$ cat src/rtl/sync_tx_scheduler.sv
// rtl/sync_tx_scheduler.sv - arbitrated launcher for a shared DATA_SYNC bus crossing
//
// Purpose: picks one of NUM_REQ requesters, registers its word onto UN_SYNC_BUS,
// fires a one-cycle BUS_EN/GNT and then holds the bus for HOLD_CYCLES cycles so the
// destination synchroniser can sample it safely.
// Build option: SYNC_SCHED_FIXED_PRIO_EN selects fixed priority (lowest index wins)
// instead of the default round-robin arbiter.
//
// Ports:
//   CLK          in   source-domain clock
//   RST          in   asynchronous reset, active-high
//   REQ          in   [NUM_REQ]            per-requester level request
//   DATA_IN      in   [NUM_REQ*BUS_WIDTH]  requester i word at [i*BUS_WIDTH +: BUS_WIDTH]
//   GNT          out  [NUM_REQ]            one-hot single-cycle accept pulse
//   UN_SYNC_BUS  out  [BUS_WIDTH]          registered word towards DATA_SYNC
//   BUS_EN       out                       single-cycle launch pulse towards DATA_SYNC
//   BUSY         out                       high while the bus is being held
module sync_tx_scheduler #(
  parameter int NUM_REQ     = 4,
  parameter int BUS_WIDTH   = 8,
  parameter int HOLD_CYCLES = 4
) (
  input  logic                         CLK,
  input  logic                         RST,
  input  logic [NUM_REQ-1:0]           REQ,
  input  logic [NUM_REQ*BUS_WIDTH-1:0] DATA_IN,
  output logic [NUM_REQ-1:0]           GNT,
  output logic [BUS_WIDTH-1:0]         UN_SYNC_BUS,
  output logic                         BUS_EN,
  output logic                         BUSY
);

  localparam int CNT_W = $clog2(HOLD_CYCLES + 1);
  localparam int PTR_W = $clog2(NUM_REQ);
  localparam logic [CNT_W-1:0] CNT_LOAD = CNT_W'(HOLD_CYCLES - 1);

  typedef enum logic {IDLE, HOLD} state_t;

  state_t               state, state_n;
  logic [CNT_W-1:0]     cnt, cnt_n;
  logic [PTR_W-1:0]     win_idx;
  logic                 win_valid;
  logic [NUM_REQ-1:0]   gnt_n;
  logic [BUS_WIDTH-1:0] bus_n;
  logic                 bus_en_n;
  logic                 busy_n;

`ifndef SYNC_SCHED_FIXED_PRIO_EN
  logic [PTR_W-1:0]     rr_ptr, rr_ptr_n;

  // k-th candidate in the round-robin search order starting just after p.
  function automatic logic [PTR_W-1:0] rr_idx(input logic [PTR_W-1:0] p, input int k);
    int s;
    s = (int'(p) + k) % NUM_REQ;
    return PTR_W'(s);
  endfunction
`endif

  // Arbiter: first set request in search order wins.
  always_comb begin
    win_valid = 1'b0;
    win_idx   = '0;
`ifdef SYNC_SCHED_FIXED_PRIO_EN
    for (int i = 0; i < NUM_REQ; i++) begin
      if (!win_valid && REQ[i]) begin
        win_valid = 1'b1;
        win_idx   = PTR_W'(i);
      end
    end
`else
    for (int k = 1; k <= NUM_REQ; k++) begin
      if (!win_valid && REQ[rr_idx(rr_ptr, k)]) begin
        win_valid = 1'b1;
        win_idx   = rr_idx(rr_ptr, k);
      end
    end
`endif
  end

  // Next-state and next-output logic; every output is registered below.
  always_comb begin
    state_n  = state;
    cnt_n    = cnt;
    gnt_n    = '0;
    bus_en_n = 1'b0;
    bus_n    = UN_SYNC_BUS;
`ifndef SYNC_SCHED_FIXED_PRIO_EN
    rr_ptr_n = rr_ptr;
`endif
    case (state)
      IDLE: begin
        if (win_valid) begin
          bus_n    = DATA_IN[win_idx*BUS_WIDTH +: BUS_WIDTH];
          bus_en_n = 1'b1;
          gnt_n    = NUM_REQ'(1) << win_idx;
          cnt_n    = CNT_LOAD;
          state_n  = HOLD;
`ifndef SYNC_SCHED_FIXED_PRIO_EN
          rr_ptr_n = win_idx;
`endif
        end
      end
      HOLD: begin
        // The launch cycle itself is the first HOLD cycle, so the counter
        // starts at HOLD_CYCLES-1 and the exit happens on cnt==0.
        if (cnt != '0) begin
          cnt_n = cnt - CNT_W'(1);
        end else begin
          state_n = IDLE;
        end
      end
    endcase
    busy_n = (state_n == HOLD);
  end

  always_ff @(posedge CLK or posedge RST) begin
    if (RST) begin
      state       <= IDLE;
      cnt         <= '0;
      GNT         <= '0;
      UN_SYNC_BUS <= '0;
      BUS_EN      <= 1'b0;
      BUSY        <= 1'b0;
`ifndef SYNC_SCHED_FIXED_PRIO_EN
      rr_ptr      <= PTR_W'(NUM_REQ - 1);
`endif
    end else begin
      state       <= state_n;
      cnt         <= cnt_n;
      GNT         <= gnt_n;
      UN_SYNC_BUS <= bus_n;
      BUS_EN      <= bus_en_n;
      BUSY        <= busy_n;
`ifndef SYNC_SCHED_FIXED_PRIO_EN
      rr_ptr      <= rr_ptr_n;
`endif
    end
  end

endmodule

$ cat config.mk
export PLATFORM = sky130hd
export DESIGN_NAME = sync_tx_scheduler
export DESIGN_NICKNAME = d
export VERILOG_FILES = /design/src/rtl/sync_tx_scheduler.sv
export SDC_FILE = /design/constraint.sdc
export NUM_CORES = 1
export LEC_CHECK = 0
export BUFFER_PORTS_ARGS = -buffer_cell sky130_fd_sc_hd__buf_2
export CORE_MARGIN = 5
export CORE_UTILIZATION = 46
export DETAILED_ROUTE_END_ITERATION = 7
export GPL_TIMING_DRIVEN = 1
export PLACE_DENSITY = 0.8
export SYNTH_ARGS = -nofsm -noshare
export SYNTH_HDL_FRONTEND = slang
export SYNTH_SLANG_ARGS = --single-unit
$ cat constraint.sdc
create_clock -name CLK -period 2.29 [get_ports CLK]
set_input_delay 0.1145 -clock CLK [delete_from_list [all_inputs] [get_ports CLK]]
set_output_delay 0.1145 -clock CLK [all_outputs]
set_load 0.05 [all_outputs]
Word level (Yosys, flattened, before mapping)
Index checks and enable logic that the tools add are counted.
{ "totals": {"ff_bits": 19, "inputBits": 38, "out_inout_bits": 14, "word_cells": 54} }
{ "op_classes": {"n_addsub": 5, "magnitude_cmp": 4, "eq_ne": 2, "shifts": 2, "n_mux": 25, "bitwise_logic": 1, "n_reduce_logical": 9} }
{ "ops": {"columns": ["op", "count"], "rows": [
  ["variable part select 32 x 6 -> 8 bit", 1],
  ["< comparator 2 x 3 -> 1 bit (second input constant)", 4],
  ["2-to-1 mux 1 bit", 11],
  ["binary-select mux 1 bit (select 2 bit)", 4],
  ["2-to-1 mux 2 bit", 4],
  ["2-to-1 mux 4 bit", 2],
  ["2-to-1 mux 3 bit", 2],
  ["case mux 3 bit (2 select lines)", 1],
  ["adder 2 x 1 -> 2 bit (second input constant)", 2],
  ["adder 2 bit (second input constant)", 2],
  ["AND reduction 2 bit", 2],
  ["<< shifter 1 x 2 -> 4 bit (first input constant)", 1],
  ["logical AND 1 bit", 3],
  ["zero test 1 bit", 3],
  ["nonzero test 3 bit", 1],
  ["subtractor 3 x 1 -> 3 bit (second input constant)", 1],
  ["inequality test 2 x 1 -> 1 bit (second input constant)", 1],
  ["inequality test 2 bit (second input constant)", 1],
  ["case mux 1 bit (2 select lines)", 1],
  ["NOT 1 bit", 1]
]} }

Logic depth before layout (Yosys ltp)
{ "logic_depth": {"depth_word": 16, "depth_mapped": 8, "ltp_nobuf": 6} }

Worst setup path before layout
No wires, ideal clock.
{ "synth_path": {"path_type": "register to register", "from": "register state", "to": "register UN_SYNC_BUS[1]", "setup_time_ps": 143, "arrival_time_ps": 1791, "required_time_ps": 2147, "slack_ps": 356, "path_stages_with_launch": 6, "n_path_buf": 1, "synth_period_minus_slack_ps": 1934, "path_cell_list": "dfrtp_1 > or2_1 > or4_1 > buf_6 > a211oi_2 > a211oi_1"} }
{ "synth_between": {"elab_chain_len": 2} }
{ "synth_rtl": {"columns": ["item", "line_no", "source"], "rows": [
  ["start: declaration", "39", "state_t state, state_n;"],
  ["start signal: assignment", "128", "state <= state_n;"],
  ["NOT 1 bit (no line)", null, null],
  ["AND reduction 2 bit (no line)", null, null],
  ["end signal: assignment", "131", "UN_SYNC_BUS <= bus_n;"],
  ["end: declaration", "28", "output logic [BUS_WIDTH-1:0] UN_SYNC_BUS,"]
]} }
No other way between the ends.
A chain may end at the register's enable or synchronous reset.

Worst setup path in the final report
{ "layout_path": {"from": "register rr_ptr[0]", "to": "register UN_SYNC_BUS[3]"} }
{ "layout_between": {"elab_chain_len": 14, "elab_cells_between_ends": 28, "classes_between": "add/sub: 4; shift: 1; mux: 16; reduce/logical: 7"} }
{ "layout_rtl": {"columns": ["item", "line_no", "source"], "rows": [
  ["start: declaration", "49", "logic [PTR_W-1:0] rr_ptr, rr_ptr_n;"],
  ["start signal: assignment", "125", "rr_ptr <= PTR_W'(NUM_REQ - 1);"],
  ["start signal: assignment", "135", "rr_ptr <= rr_ptr_n;"],
  ["adder 2 x 1 -> 2 bit", "54", "s = (int'(p) + k) % NUM_REQ;"],
  ["binary-select mux 1 bit (select 2 bit)", "72", "if (!win_valid && REQ[rr_idx(rr_ptr, k)]) begin"],
  ["2-to-1 mux 1 bit (implied by the code)", "72", null],
  ["2-to-1 mux 1 bit", "72", null],
  ["zero test 1 bit", "72", null],
  ["logical AND 1 bit", "72", null],
  ["2-to-1 mux 1 bit", "72", null],
  ["zero test 1 bit", "72", null],
  ["logical AND 1 bit", "72", null],
  ["2-to-1 mux 1 bit", "72", null],
  ["zero test 1 bit", "72", null],
  ["logical AND 1 bit", "72", null],
  ["2-to-1 mux 2 bit / 2-to-1 mux 1 bit (equally long branches)", "72", null],
  ["variable part select 32 x 6 -> 8 bit / AND reduction 2 bit (equally long branches)", null, null]
]} }
Parallel ways exist; a longest one is shown, timed or not. The select of a mux whose other input is x is not followed.

==> results.yml <==
run_status:
  outcome: "finished clean"
worst_hold_path:
  holdPathEnd: "UN_SYNC_BUS[0]$_DFFE_PP0P_"
  holdPathStages: 3
  worstHoldStart: "DATA_IN[8]"
  hold_class: "input pin to register"
floorplanning:
  core_area_um2: 2450
  dieArea_um2: 3640
  ios: 52
  start_util_pct: 47.4
  fp.dieW_um: 60.3
  die_h_um: 60.3
  rows: 18
synthesis:
  ys_ff_latch: 19
  post_synth_mux_area_share_pct: 7.74
  synth_compound_area_share_pct: 26.7
  synthCells: 115
  async_flop_share_pct: 100
  synth_edf_count: 0
  synth_xor_area_share_pct: 0.753
  synth_fa_ha_area_share_pct: 2.15
  synth_top_family_by_area: "compound AO/OA/AOI/OAI gates"
  synthDistinctLibCells: 36
  synthesis.nets: 155
  synth.yosys.warnings: 0
  synthSimpleGateAreaFrac_pct: 15.2
  ys_dominant_reg_cell: "dfrtp_1"
  synth.avg_cell_area_um2: 10.1
  syn_area_um2: 1160
  yosysSeqAreaShare_pct: 41.1
clock_network:
  ctsRootBufferMaster: "clkbuf_4"
  clkTransAtPathRegs_ns: 0.10
  post-cts-setup-buffer-count: 0
  cts_made_buffers: 3
  post_cts_resized: 0
  clock_latency_ns: 0.29
  cts_tree: "done"
  cts_max_level: 1
  cts_buffer_depth: 2
  hold_buffers: 1
  clock_sinks: 19
sta:
  hold_ws_ns: 0.0626
  finalSetupViolations: 0
  max_slew_margin_pct: 53.6
  drv_slew: 0
  period_minus_slack_ns: 2.09
  clock_skew_ns: 0.00161
  worst_slew_pin_slew_ns: 0.695
  tns_ns: 0
  worst_slack_ns: 0.202
  min_period_over_period_pct: 91.2
  rsz0062_at_grt: "false"
  fmax_ghz: 0.479
  hold_viol: 0
worst_setup_path:
  crit_path_top_delay_cell: "or4_1"
  endpoint_kind: "register"
  rr_endpoint: "UN_SYNC_BUS[3]$_DFFE_PP0P_"
  rr_startpoint: "rr_ptr[0]$_DFFE_PP1P_"
  crit_cells: 5
  critical_path.max_fanout: 10
  worstRegToRegCells: 5
  cp_cell_sequence: "nand2b_1, a21oi_1, or4_1, a211oi_2, a211oi_1"
  arrival_ns: 2.24
  start_kind: "register"
  crit_type: "register to register"
  reg2reg_slack_ns: 0.20
  crit_family: "simple AND/OR/NAND/NOR gates"
  crit_path_max_incr_delay_ns: 0.75
  cp.buffers_inverters: 0
  critical_path_required_ns: 2.44
layout:
  fin_nets: 208
  finish.utilization_pct: 59.8
  fillers: 222
  multi_input_area_um2: 611
  seq_area_um2: 478
  final_layout_size_suffix_gt1_share_pct: 40.7
  antenna_cells: 0
  area_growth_pct: 26.1
global_routing:
  grt_pass1_vias: 1008
  grt_max_degree: 20
  grt_usage_pct: 16.4
  antenna_found_initial: 0
  grt_overflow: 0
  grt_pass1_wl_um: 4450
power_and_ir_drop:
  p_per_area_nw_per_um2: 1290
  finalPower_mw: 1.89
  leakage_nw: 0.710
  ir_drop_mv: 0.863
route:
  drt_iter0_drc: 25
  drt_pass1_iterations: 4
  vias_per_cell: 5.38
  antenna_left: 0
  wirelength_um: 2770
  vias: 1059
  wl_per_cell_um: 14.1
  drc: 0
run:
  cap_violations: 0
placed_design:
  dpl.hpwl_um: 2180
  dp_slack_ns: 0.234
  io_buffer_count: 51
  gp_congestion: 0.732
-- sequential cells by signal, summed over array words and instances (netlist names) --
name	cells
BUS_EN	1
GNT	4
UN_SYNC_BUS	8
cnt	3
rr_ptr	2
state	1
-- area by class of cell --
type	count	share of cell area [%]
Clock buffer	4	1.79
Timing Repair Buffer	54	19.9
Tap cell	30	2.56
Multi-Input combinational cell	84	41.6
Inverter	6	1.53
Sequential cell	19	32.6
-- report_power, final --
part | total (mW) | leakage (nW) | internal, mW | switching (mW)
Sequential | 0.585 | 0.222 | 0.494 | 0.0904
Clock | 0.163 | 0.0150 | 0.0677 | 0.0951
Combinational | 1.14 | 0.473 | 0.374 | 0.769
-- synth_stat cells, types with 2 or more instances --
| cell | n | share of area, % |
|---|---|---|
| o21ai_0 | 2 | 0.86 |
| nor4_1 | 2 | 1.1 |
| ha_1 | 2 | 2.2 |
| a21oi_1 | 3 | 1.3 |
| mux2i_1 | 9 | 7.7 |
| clkbuf_1 | 2 | 0.65 |
| a21boi_0 | 8 | 5.2 |
| dfrtp_1 | 17 | 37 |
| buf_6 | 2 | 1.9 |
| nor2_1 | 13 | 4.2 |
| nand2b_1 | 3 | 1.6 |
| a211oi_1 | 8 | 5.2 |
| nor3_1 | 3 | 1.3 |
| nand2_1 | 7 | 2.3 |
| inv_1 | 6 | 1.9 |
| a211oi_2 | 7 | 7.5 |
| dfstp_2 | 2 | 4.5 |
-- cells by family (layout without fill, tap and decap cells) --
logic type	after synthesis	after routing
compound gates	36	36
xor+xnor	1	1
fa+ha+maj	2	2
buf+inv	12	64
flops	19	19
mux	9	9
simple gates	36	36
-- worst min-delay path, delay by kind of cell --
kind,cells,cell delay [ns]
buffers and inverters,2,0.15
AO/OA/AOI/OAI,1,0.05
-- routing by layer --
metal | vias up | global-route usage [%] | share of wire [%]
li1 | 525 | - | -
met1 | 470 | 21.4 | 41
met2 | 62 | 26.1 | 46
met3 | 2 | 4.32 | 13
met4 | 0 | 5.70 | 0.50
met5 | - | 0 | 0
-- cell usage in the layout (no fill, tap or decap), drive strengths merged --
cell / synthesis / final
buf: 4 / 53
dfrtp: 17 / 17
a211oi: 15 / 15
nor2: 13 / 13
mux2i: 9 / 9
a21boi: 9 / 9
nand2: 7 / 7
inv: 6 / 6
clkbuf: 2 / 4
nand2b: 3 / 3
a21oi: 3 / 3
nor3: 3 / 3
nor4: 2 / 2
o21ai: 2 / 2
ha: 2 / 2
dfstp: 2 / 2
or2: 1 / 1
xnor2: 1 / 1
o211ai: 1 / 1
nor2b: 1 / 1
o21bai: 1 / 1
o22a: 1 / 1
and2: 1 / 1
or2b: 1 / 1
nor3b: 1 / 1
o31ai: 1 / 1
a31o: 1 / 1
o31a: 1 / 1
nor4b: 1 / 1
or4: 1 / 1
a211o: 1 / 1
nand3: 1 / 1
dlygate4sd3: 0 / 1
-- worst max-delay path by stage --
| stage | start | end |
|---|---|---|
| floorplan | state$_DFF_PP0_ | UN_SYNC_BUS[1]$_DFFE_PP0P_ |
| global placement | rr_ptr[0]$_DFFE_PP1P_ | UN_SYNC_BUS[5]$_DFFE_PP0P_ |
| detailed placement | rr_ptr[0]$_DFFE_PP1P_ | UN_SYNC_BUS[3]$_DFFE_PP0P_ |
| CTS | rr_ptr[0]$_DFFE_PP1P_ | UN_SYNC_BUS[3]$_DFFE_PP0P_ |
| global route | rr_ptr[0]$_DFFE_PP1P_ | UN_SYNC_BUS[6]$_DFFE_PP0P_ |
| finish | rr_ptr[0]$_DFFE_PP1P_ | UN_SYNC_BUS[3]$_DFFE_PP0P_ |
-- per-stage QoR --
| step | instances | area, µm² |
|---|---|---|
| finish | 197 | 1470 |
| global route | 197 | 1470 |
| CTS | 197 | 1470 |
| detailed placement | 192 | 1430 |
| global placement | 192 | 1430 |
| floorplan | 115 | 1160 |
Power figures use the tool's default switching activity.
